$ cat config.mk
export PLATFORM = sky130hd
export DESIGN_NAME = writeback_stage_flat
export DESIGN_NICKNAME = d
export VERILOG_FILES = /design/src/rtl/wb_pkg.sv /design/src/rtl/writeback_stage_if.sv /design/src/rtl/load_extender.sv /design/src/rtl/writeback_stage.sv /design/src/flat_wrapper.sv
export SDC_FILE = /design/constraint.sdc
export NUM_CORES = 1
export LEC_CHECK = 0
export BUFFER_PORTS_ARGS = -buffer_cell sky130_fd_sc_hd__buf_2
export CORE_AREA = 2 2 127 129
export CTS_CLUSTER_DIAMETER = 100
export CTS_CLUSTER_SIZE = 28
export DETAILED_ROUTE_END_ITERATION = 10
export DIE_AREA = 0 0 129 131
export GPL_ROUTABILITY_DRIVEN = 0
export PLACE_DENSITY = 0.54
export RECOVER_POWER = 25
export SLEW_MARGIN = 40
export SYNTH_ARGS = -nofsm -noshare
export SYNTH_HDL_FRONTEND = slang
export SYNTH_HIERARCHICAL = 1
export SYNTH_SLANG_ARGS = --single-unit
export TNS_END_PERCENT = 30
$ cat constraint.sdc
create_clock -name Clk -period 4.2 [get_ports Clk]
set_input_delay 0.21 -clock Clk [delete_from_list [all_inputs] [get_ports Clk]]
set_output_delay 0.21 -clock Clk [all_outputs]
set_load 0.005 [all_outputs]
$ cat src/rtl/wb_pkg.sv
// Shared encodings, widths and the alignment rule for the writeback stage.
package wb_pkg;

    localparam int DATA_W = 32;
    localparam int REG_W  = 5;

    typedef enum logic [1:0] {
        WB_ALU  = 2'b00,
        WB_MEM  = 2'b01,
        WB_LINK = 2'b10,
        WB_RSVD = 2'b11
    } wbSel_e;

    typedef enum logic [2:0] {
        LD_LW  = 3'b000,
        LD_LB  = 3'b001,
        LD_LBU = 3'b010,
        LD_LH  = 3'b011,
        LD_LHU = 3'b100
    } ldType_e;

    // Only memory-sourced results can fault; unknown load types behave as LW.
    function automatic logic isMisaligned(input logic [1:0] wbSel,
                                          input logic [2:0] ldType,
                                          input logic [1:0] addrLo);
        logic err;
        err = 1'b0;
        if (wbSel != WB_MEM) begin
            err = 1'b0;
        end else begin
            case (ldType)
                LD_LB, LD_LBU: err = 1'b0;
                LD_LH, LD_LHU: err = addrLo[0];
                default:       err = (addrLo != 2'b00);
            endcase
        end
        return err;
    endfunction

endpackage

$ cat src/rtl/writeback_stage_if.sv
// MEM-to-WB pipeline bus plus register-file write port and decode bypass tag.
interface writeback_stage_if;
    import wb_pkg::*;

    logic              InValid;
    logic              Stall;
    logic              Flush;
    logic              InRegWr;
    logic [REG_W-1:0]  InRW;
    logic [1:0]        InWbSel;
    logic [2:0]        InLdType;
    logic [1:0]        InAddrLo;
    logic [DATA_W-1:0] InAluResult;
    logic [DATA_W-1:0] InMemData;
    logic [DATA_W-1:0] InPcPlus8;

    logic [DATA_W-1:0] BusW;
    logic [REG_W-1:0]  RW;
    logic              RegWr;
    logic              FwdValid;
    logic [REG_W-1:0]  FwdRW;
    logic              AlignErr;
    logic [31:0]       RetireCount;

    modport master (
        output InValid, Stall, Flush, InRegWr, InRW, InWbSel, InLdType, InAddrLo,
               InAluResult, InMemData, InPcPlus8,
        input  BusW, RW, RegWr, FwdValid, FwdRW, AlignErr, RetireCount
    );

    modport slave (
        input  InValid, Stall, Flush, InRegWr, InRW, InWbSel, InLdType, InAddrLo,
               InAluResult, InMemData, InPcPlus8,
        output BusW, RW, RegWr, FwdValid, FwdRW, AlignErr, RetireCount
    );

endinterface

$ cat src/rtl/load_extender.sv
// Big-endian byte/halfword extraction with sign or zero extension for loads.
module load_extender
    import wb_pkg::*;
(
    input  logic [DATA_W-1:0] memData,
    input  logic [2:0]        ldType,
    input  logic [1:0]        addrLo,
    output logic [DATA_W-1:0] loadData
);

    logic [7:0]  byteS;
    logic [15:0] halfS;

    // Lane select: address 00 is the most significant byte.
    always_comb begin
        byteS = 8'h00;
        case (addrLo)
            2'b00:   byteS = memData[31:24];
            2'b01:   byteS = memData[23:16];
            2'b10:   byteS = memData[15:8];
            default: byteS = memData[7:0];
        endcase
        if (addrLo[1]) begin
            halfS = memData[15:0];
        end else begin
            halfS = memData[31:16];
        end
    end

    // Extension by load type.
    always_comb begin
        loadData = memData;
        case (ldType)
            LD_LB:   loadData = {{24{byteS[7]}}, byteS};
            LD_LBU:  loadData = {24'h000000, byteS};
            LD_LH:   loadData = {{16{halfS[15]}}, halfS};
            LD_LHU:  loadData = {16'h0000, halfS};
            default: loadData = memData;
        endcase
    end

endmodule

$ cat src/rtl/writeback_stage.sv
// Writeback pipeline stage: result select, load extension, one-shot register
// write, bypass tag, misalignment pulse and retire counter.
module writeback_stage
    import wb_pkg::*;
(
    input  logic             Clk,
    input  logic             Reset_n,
    writeback_stage_if.slave wb
);

    logic [DATA_W-1:0] loadDataS;
    logic [DATA_W-1:0] selDataS;
    logic              misalignS;
    logic              wrOkS;

    logic              validR;
    logic              writtenR;
    logic [DATA_W-1:0] busWR;
    logic [REG_W-1:0]  rwR;
    logic              regWrR;
    logic              fwdValidR;
    logic [REG_W-1:0]  fwdRwR;
    logic              alignErrR;
    logic [31:0]       retireCountR;

    load_extender uExt (
        .memData  (wb.InMemData),
        .ldType   (wb.InLdType),
        .addrLo   (wb.InAddrLo),
        .loadData (loadDataS)
    );

    // Result source mux; the reserved encoding falls back to the ALU result.
    always_comb begin
        selDataS = wb.InAluResult;
        case (wb.InWbSel)
            WB_MEM:  selDataS = loadDataS;
            WB_LINK: selDataS = wb.InPcPlus8;
            default: selDataS = wb.InAluResult;
        endcase
    end

    assign misalignS = isMisaligned(wb.InWbSel, wb.InLdType, wb.InAddrLo);
    assign wrOkS     = wb.InRegWr & (wb.InRW != 5'd0) & ~misalignS;

    // Stage register: flush beats stall; a stalled instruction never writes twice.
    always_ff @(posedge Clk or negedge Reset_n) begin
        if (!Reset_n) begin
            validR       <= 1'b0;
            writtenR     <= 1'b0;
            busWR        <= 32'h0000_0000;
            rwR          <= 5'd0;
            regWrR       <= 1'b0;
            fwdValidR    <= 1'b0;
            fwdRwR       <= 5'd0;
            alignErrR    <= 1'b0;
            retireCountR <= 32'h0000_0000;
        end else if (wb.Flush || (!wb.Stall && !wb.InValid)) begin
            validR    <= 1'b0;
            writtenR  <= 1'b0;
            busWR     <= 32'h0000_0000;
            rwR       <= 5'd0;
            regWrR    <= 1'b0;
            fwdValidR <= 1'b0;
            fwdRwR    <= 5'd0;
            alignErrR <= 1'b0;
        end else if (wb.Stall) begin
            regWrR    <= validR & fwdValidR & ~writtenR;
            writtenR  <= validR;
            alignErrR <= 1'b0;
        end else begin
            validR       <= 1'b1;
            writtenR     <= 1'b1;
            busWR        <= selDataS;
            rwR          <= wb.InRW;
            regWrR       <= wrOkS;
            fwdValidR    <= wrOkS;
            fwdRwR       <= wb.InRW;
            alignErrR    <= misalignS;
            retireCountR <= retireCountR + 32'd1;
        end
    end

    assign wb.BusW        = busWR;
    assign wb.RW          = rwR;
    assign wb.RegWr       = regWrR;
    assign wb.FwdValid    = fwdValidR;
    assign wb.FwdRW       = fwdRwR;
    assign wb.AlignErr    = alignErrR;
    assign wb.RetireCount = retireCountR;

endmodule

$ cat src/flat_wrapper.sv
// flat-port wrapper written by rule: the top's interface ports become plain ports
module writeback_stage_flat import wb_pkg::*;
  (Clk, Reset_n, wb_InValid, wb_Stall, wb_Flush, wb_InRegWr, wb_InRW, wb_InWbSel, wb_InLdType, wb_InAddrLo, wb_InAluResult, wb_InMemData, wb_InPcPlus8, wb_BusW, wb_RW, wb_RegWr, wb_FwdValid, wb_FwdRW, wb_AlignErr, wb_RetireCount);
  writeback_stage_if wb_i ();
  input  logic Clk;
  input  logic Reset_n;
  input wire logic [$bits(wb_i.InValid)-1:0] wb_InValid;
  input wire logic [$bits(wb_i.Stall)-1:0] wb_Stall;
  input wire logic [$bits(wb_i.Flush)-1:0] wb_Flush;
  input wire logic [$bits(wb_i.InRegWr)-1:0] wb_InRegWr;
  input wire logic [$bits(wb_i.InRW)-1:0] wb_InRW;
  input wire logic [$bits(wb_i.InWbSel)-1:0] wb_InWbSel;
  input wire logic [$bits(wb_i.InLdType)-1:0] wb_InLdType;
  input wire logic [$bits(wb_i.InAddrLo)-1:0] wb_InAddrLo;
  input wire logic [$bits(wb_i.InAluResult)-1:0] wb_InAluResult;
  input wire logic [$bits(wb_i.InMemData)-1:0] wb_InMemData;
  input wire logic [$bits(wb_i.InPcPlus8)-1:0] wb_InPcPlus8;
  output wire logic [$bits(wb_i.BusW)-1:0] wb_BusW;
  output wire logic [$bits(wb_i.RW)-1:0] wb_RW;
  output wire logic [$bits(wb_i.RegWr)-1:0] wb_RegWr;
  output wire logic [$bits(wb_i.FwdValid)-1:0] wb_FwdValid;
  output wire logic [$bits(wb_i.FwdRW)-1:0] wb_FwdRW;
  output wire logic [$bits(wb_i.AlignErr)-1:0] wb_AlignErr;
  output wire logic [$bits(wb_i.RetireCount)-1:0] wb_RetireCount;
  assign wb_i.InValid = wb_InValid;
  assign wb_i.Stall = wb_Stall;
  assign wb_i.Flush = wb_Flush;
  assign wb_i.InRegWr = wb_InRegWr;
  assign wb_i.InRW = wb_InRW;
  assign wb_i.InWbSel = wb_InWbSel;
  assign wb_i.InLdType = wb_InLdType;
  assign wb_i.InAddrLo = wb_InAddrLo;
  assign wb_i.InAluResult = wb_InAluResult;
  assign wb_i.InMemData = wb_InMemData;
  assign wb_i.InPcPlus8 = wb_InPcPlus8;
  assign wb_BusW = wb_i.BusW;
  assign wb_RW = wb_i.RW;
  assign wb_RegWr = wb_i.RegWr;
  assign wb_FwdValid = wb_i.FwdValid;
  assign wb_FwdRW = wb_i.FwdRW;
  assign wb_AlignErr = wb_i.AlignErr;
  assign wb_RetireCount = wb_i.RetireCount;
  writeback_stage u_core (.Clk(Clk), .Reset_n(Reset_n), .wb(wb_i));
endmodule
==> impl_results.md <==
* Clock tree from TritonCTS: done
* Hold crit path type: primary input to register
* Fill count at ~1600
* Multi-input logic area at around 0.0026 mm^2
* Height of the die at roughly 130 um
* Cts repair resizes at 0
* CTS Buffer Depth at 2
* WL/cell at ~18 um
* Post-synth EDFFs at 0
* Hpwl dp at roughly 12000 um
* Fin Setup TNS at 0 ns
* Mapped cell area at between 0.004 and 0.005 mm^2
* Crit path required time at between 4 and 5 ns
* RSZ-0062 raised after global routing: false
* Die area at around 0.017 mm^2
* Worst-skew pair later-pin latency at about 0.34 ns
* Tmin final at 2.236 ns
* Ys async rst share at 100.0%
* Total Power at 2.017 mW
* Most used DFF post-synth: dfrtp_1
* Critical path launch point type: primary input
* Overall routed net length at approximately 16000 um
* Yosys warns at 6
* N_diodes at 0
* Rows at 46
* Largest net degree at the start of global routing at 73
* Root Buffer Master: clkbuf_16
* Pre-antenna DRT Iters at 4
* Port-buffer cells at 190
* Synth area leader: dfrtp_1
* Global-route wire length before repair at approximately 24000 um
* GRT Overall Usage at 18.66%
* Fin Clk Skew at approximately 0.0058 ns
* Final max-slew violation count at 110
* Starting density of the core at between 20% and 30%
* Area growth syn-to-layout at 30.65%
* Worst slew pin tran at 1.849 ns
* H-Tree Depth at 3
* Setup-failing EPs final at 0
* Vias in the first global route at 4437
* Synth top cells by count: dfrtp_1, nand2_1, o21ai_0
* Static Leak at between 3 and 4 nW
* Net count after synthesis at 619
* Status: finished, violations left
* F_max at approximately 450 MHz
* Total CTS buffers at 9
* Share of cells above drive strength 1 at between 30% and 40%
* Vias at between 4000 and 5000
* CP peak stage delay at roughly 0.65 ns
* Synth top area cells: dfrtp_1, a22oi_1, o21ai_0
* Post-Synthesis Cells at between 500 and 600
* Clock transition at path regs at about 0.060 ns
* Drt initial violations at 251
* Die width at roughly 130 um
* Residual DRC at 0
* Max-cap violation count at 2
* Post-route ant nets at 0
* Critical-path cell list: buf_2 > or3b_1 > clkbuf_1 > or2_0 > nor4_1 > xor2_1
* Fin crit share at a little over half
* Layout Nets at between 700 and 800
* # IOs at 191
* Top-count cell post-synth: dfrtp_1
* Synthesized area per cell at 9.180 um^2
* Antenna violations before repair at 0
* Maximum VDD drop at about 190 uV
* Slowest CP cell: clkbuf_1
* Rel. slew slack at -23.29%
* Top cell type's share of synthesized area at roughly two fifths
* Setup CP Type: primary input to register
* Critical Path AT at ~2.5 ns
* Post-CTS Setup Repair Bufs at 0
* Nature of the critical path endpoint: register
* PD cells at between 300 and 400 mW/mm^2
* Hold-fix buffers, CTS at 1
* Clock sink count at 72
* Failing checks: capacitance limit, slew limit
* FF/Latch Area at roughly 0.0018 mm^2
* GRT Residual Overflow at 0
* Critical path fanouts, max at 36
* Endpoints failing hold at 0
* Core area at between 0.015 and 0.02 mm^2
* Vias per inst at slightly above 5
* Flops & latches, synth at 72
* Netlist cell types at between 50 and 60
* Sequential share of the synthesized area at between 30% and 40%
[cell families (layout without fill, tap and decap cells)]
kind of cell	Yosys count	count (layout)	share of synthesized area [%]
muxes	10	10	4.887
buffers and inverters	55	223	5.702
xor gates and xnor gates	33	33	6.272
adders and majority gates	3	3	0.8146
and+or+nand+nor	178	178	21.23
AOI/OAI and AO/OA	151	151	21.99
DFF	72	72	39.10
[sequential cells by signal, indices dropped and copies added, names as in the netlist]
register / flops
u_core/wb.FwdValid: 1
u_core/wb.FwdRW: 5
u_core/wb.BusW: 32
u_core/wb.RetireCount: 32
u_core/wb.RegWr: 1
u_core/wb.AlignErr: 1
[placed cells by master (no fill, tap or decap), drive strengths merged, types with 2 or more instances in the layout]
| cell type | instances |
|---|---|
| a21o | 17 |
| a21oi | 32 |
| a221o | 8 |
| a22o | 5 |
| a22oi | 32 |
| and2 | 4 |
| and3 | 14 |
| and4 | 5 |
| and4b | 8 |
| buf | 192 |
| bufinv | 2 |
| clkbuf | 11 |
| clkinv | 2 |
| dfrtp | 72 |
| ha | 3 |
| inv | 14 |
| mux2 | 2 |
| mux4 | 8 |
| nand2 | 49 |
| nand3 | 13 |
| nand4 | 13 |
| nor2 | 41 |
| nor3 | 2 |
| nor3b | 9 |
| nor4 | 9 |
| nor4b | 2 |
| o2111ai | 7 |
| o21ai | 42 |
| or2 | 2 |
| xnor2 | 18 |
| xor2 | 15 |
[routing by layer]
layer | track usage, % | wire (um) | vias up | part of all wire (%)
li1 | - | - | 2191 | -
met1 | 24.50 | 6876 | 2180 | 43
met2 | 29.60 | 7395 | 188 | 47
met3 | 4.316 | 1120 | 27 | 7.1
met4 | 8.056 | 491 | 0 | 3.1
met5 | 0 | 0 | - | 0
[report_power, final]
group          internal, mW  total (mW)  leakage, nW  switching (mW)
clock network         0.526       0.845        0.157           0.319
logic                 0.178       0.395         1.92           0.217
registers             0.733       0.777        0.983          0.0445
total                  1.44        2.02         3.06           0.580
[layout make-up]
type / instances / area share [%]
clock inverter: 7 / 1.704
clock buffer: 9 / 3.741
tap: 216 / 4.489
inverter: 12 / 0.7481
sequential: 72 / 29.93
timing repair buffer: 195 / 16.65
multi-input combinational: 375 / 42.75
[metrics by stage]
step | hold slack, ns | cells | cell area [um^2] | util, % | worst slack [ns]
CTS | 0.08171 | 886 | 6031 | 38.67 | 2.159
detailed placement | 0.2901 | 869 | 5693 | 36.50 | 1.801
floorplan | -0.08559 | 502 | 4608 | - | 2.295
finish | 0.1018 | 886 | 6021 | 38.60 | 1.964
global placement | 0.4187 | 867 | 5639 | 36.15 | 1.658
global route | 0.09047 | 886 | 6021 | 38.60 | 1.729
[worst max-delay path: cells and delay by family]
kind                   cells  cell delay [ns]
buffers and inverters      2             0.76
AND/OR/NAND/NOR            3             1.34
XOR/XNOR                   1             0.18
[path summary, 6_finish.rpt]
| path | start | to | slack [ns] | depth (start not counted) |
|---|---|---|---|---|
| max | wb_Stall | u_core/wb.RetireCount[31] | 1.96 | 6 |
| min | wb_InRW[4] | u_core/wb.FwdRW[4] | 0.10 | 2 |
| max reg2reg | u_core/wb.RetireCount[0] | u_core/wb.RetireCount[18] | 2.35 | 5 |
| min reg2reg | u_core/wb.BusW[8] | u_core/wb.BusW[8] | 0.47 | 2 |
| max in group asynchronous | Reset_n | u_core/wb.BusW[26] | 2.19 | 2 |
| min in group asynchronous | Reset_n | u_core/wb.RetireCount[31] | 0.91 | 2 |
Note: power is estimated with default switching activity, not from simulation.
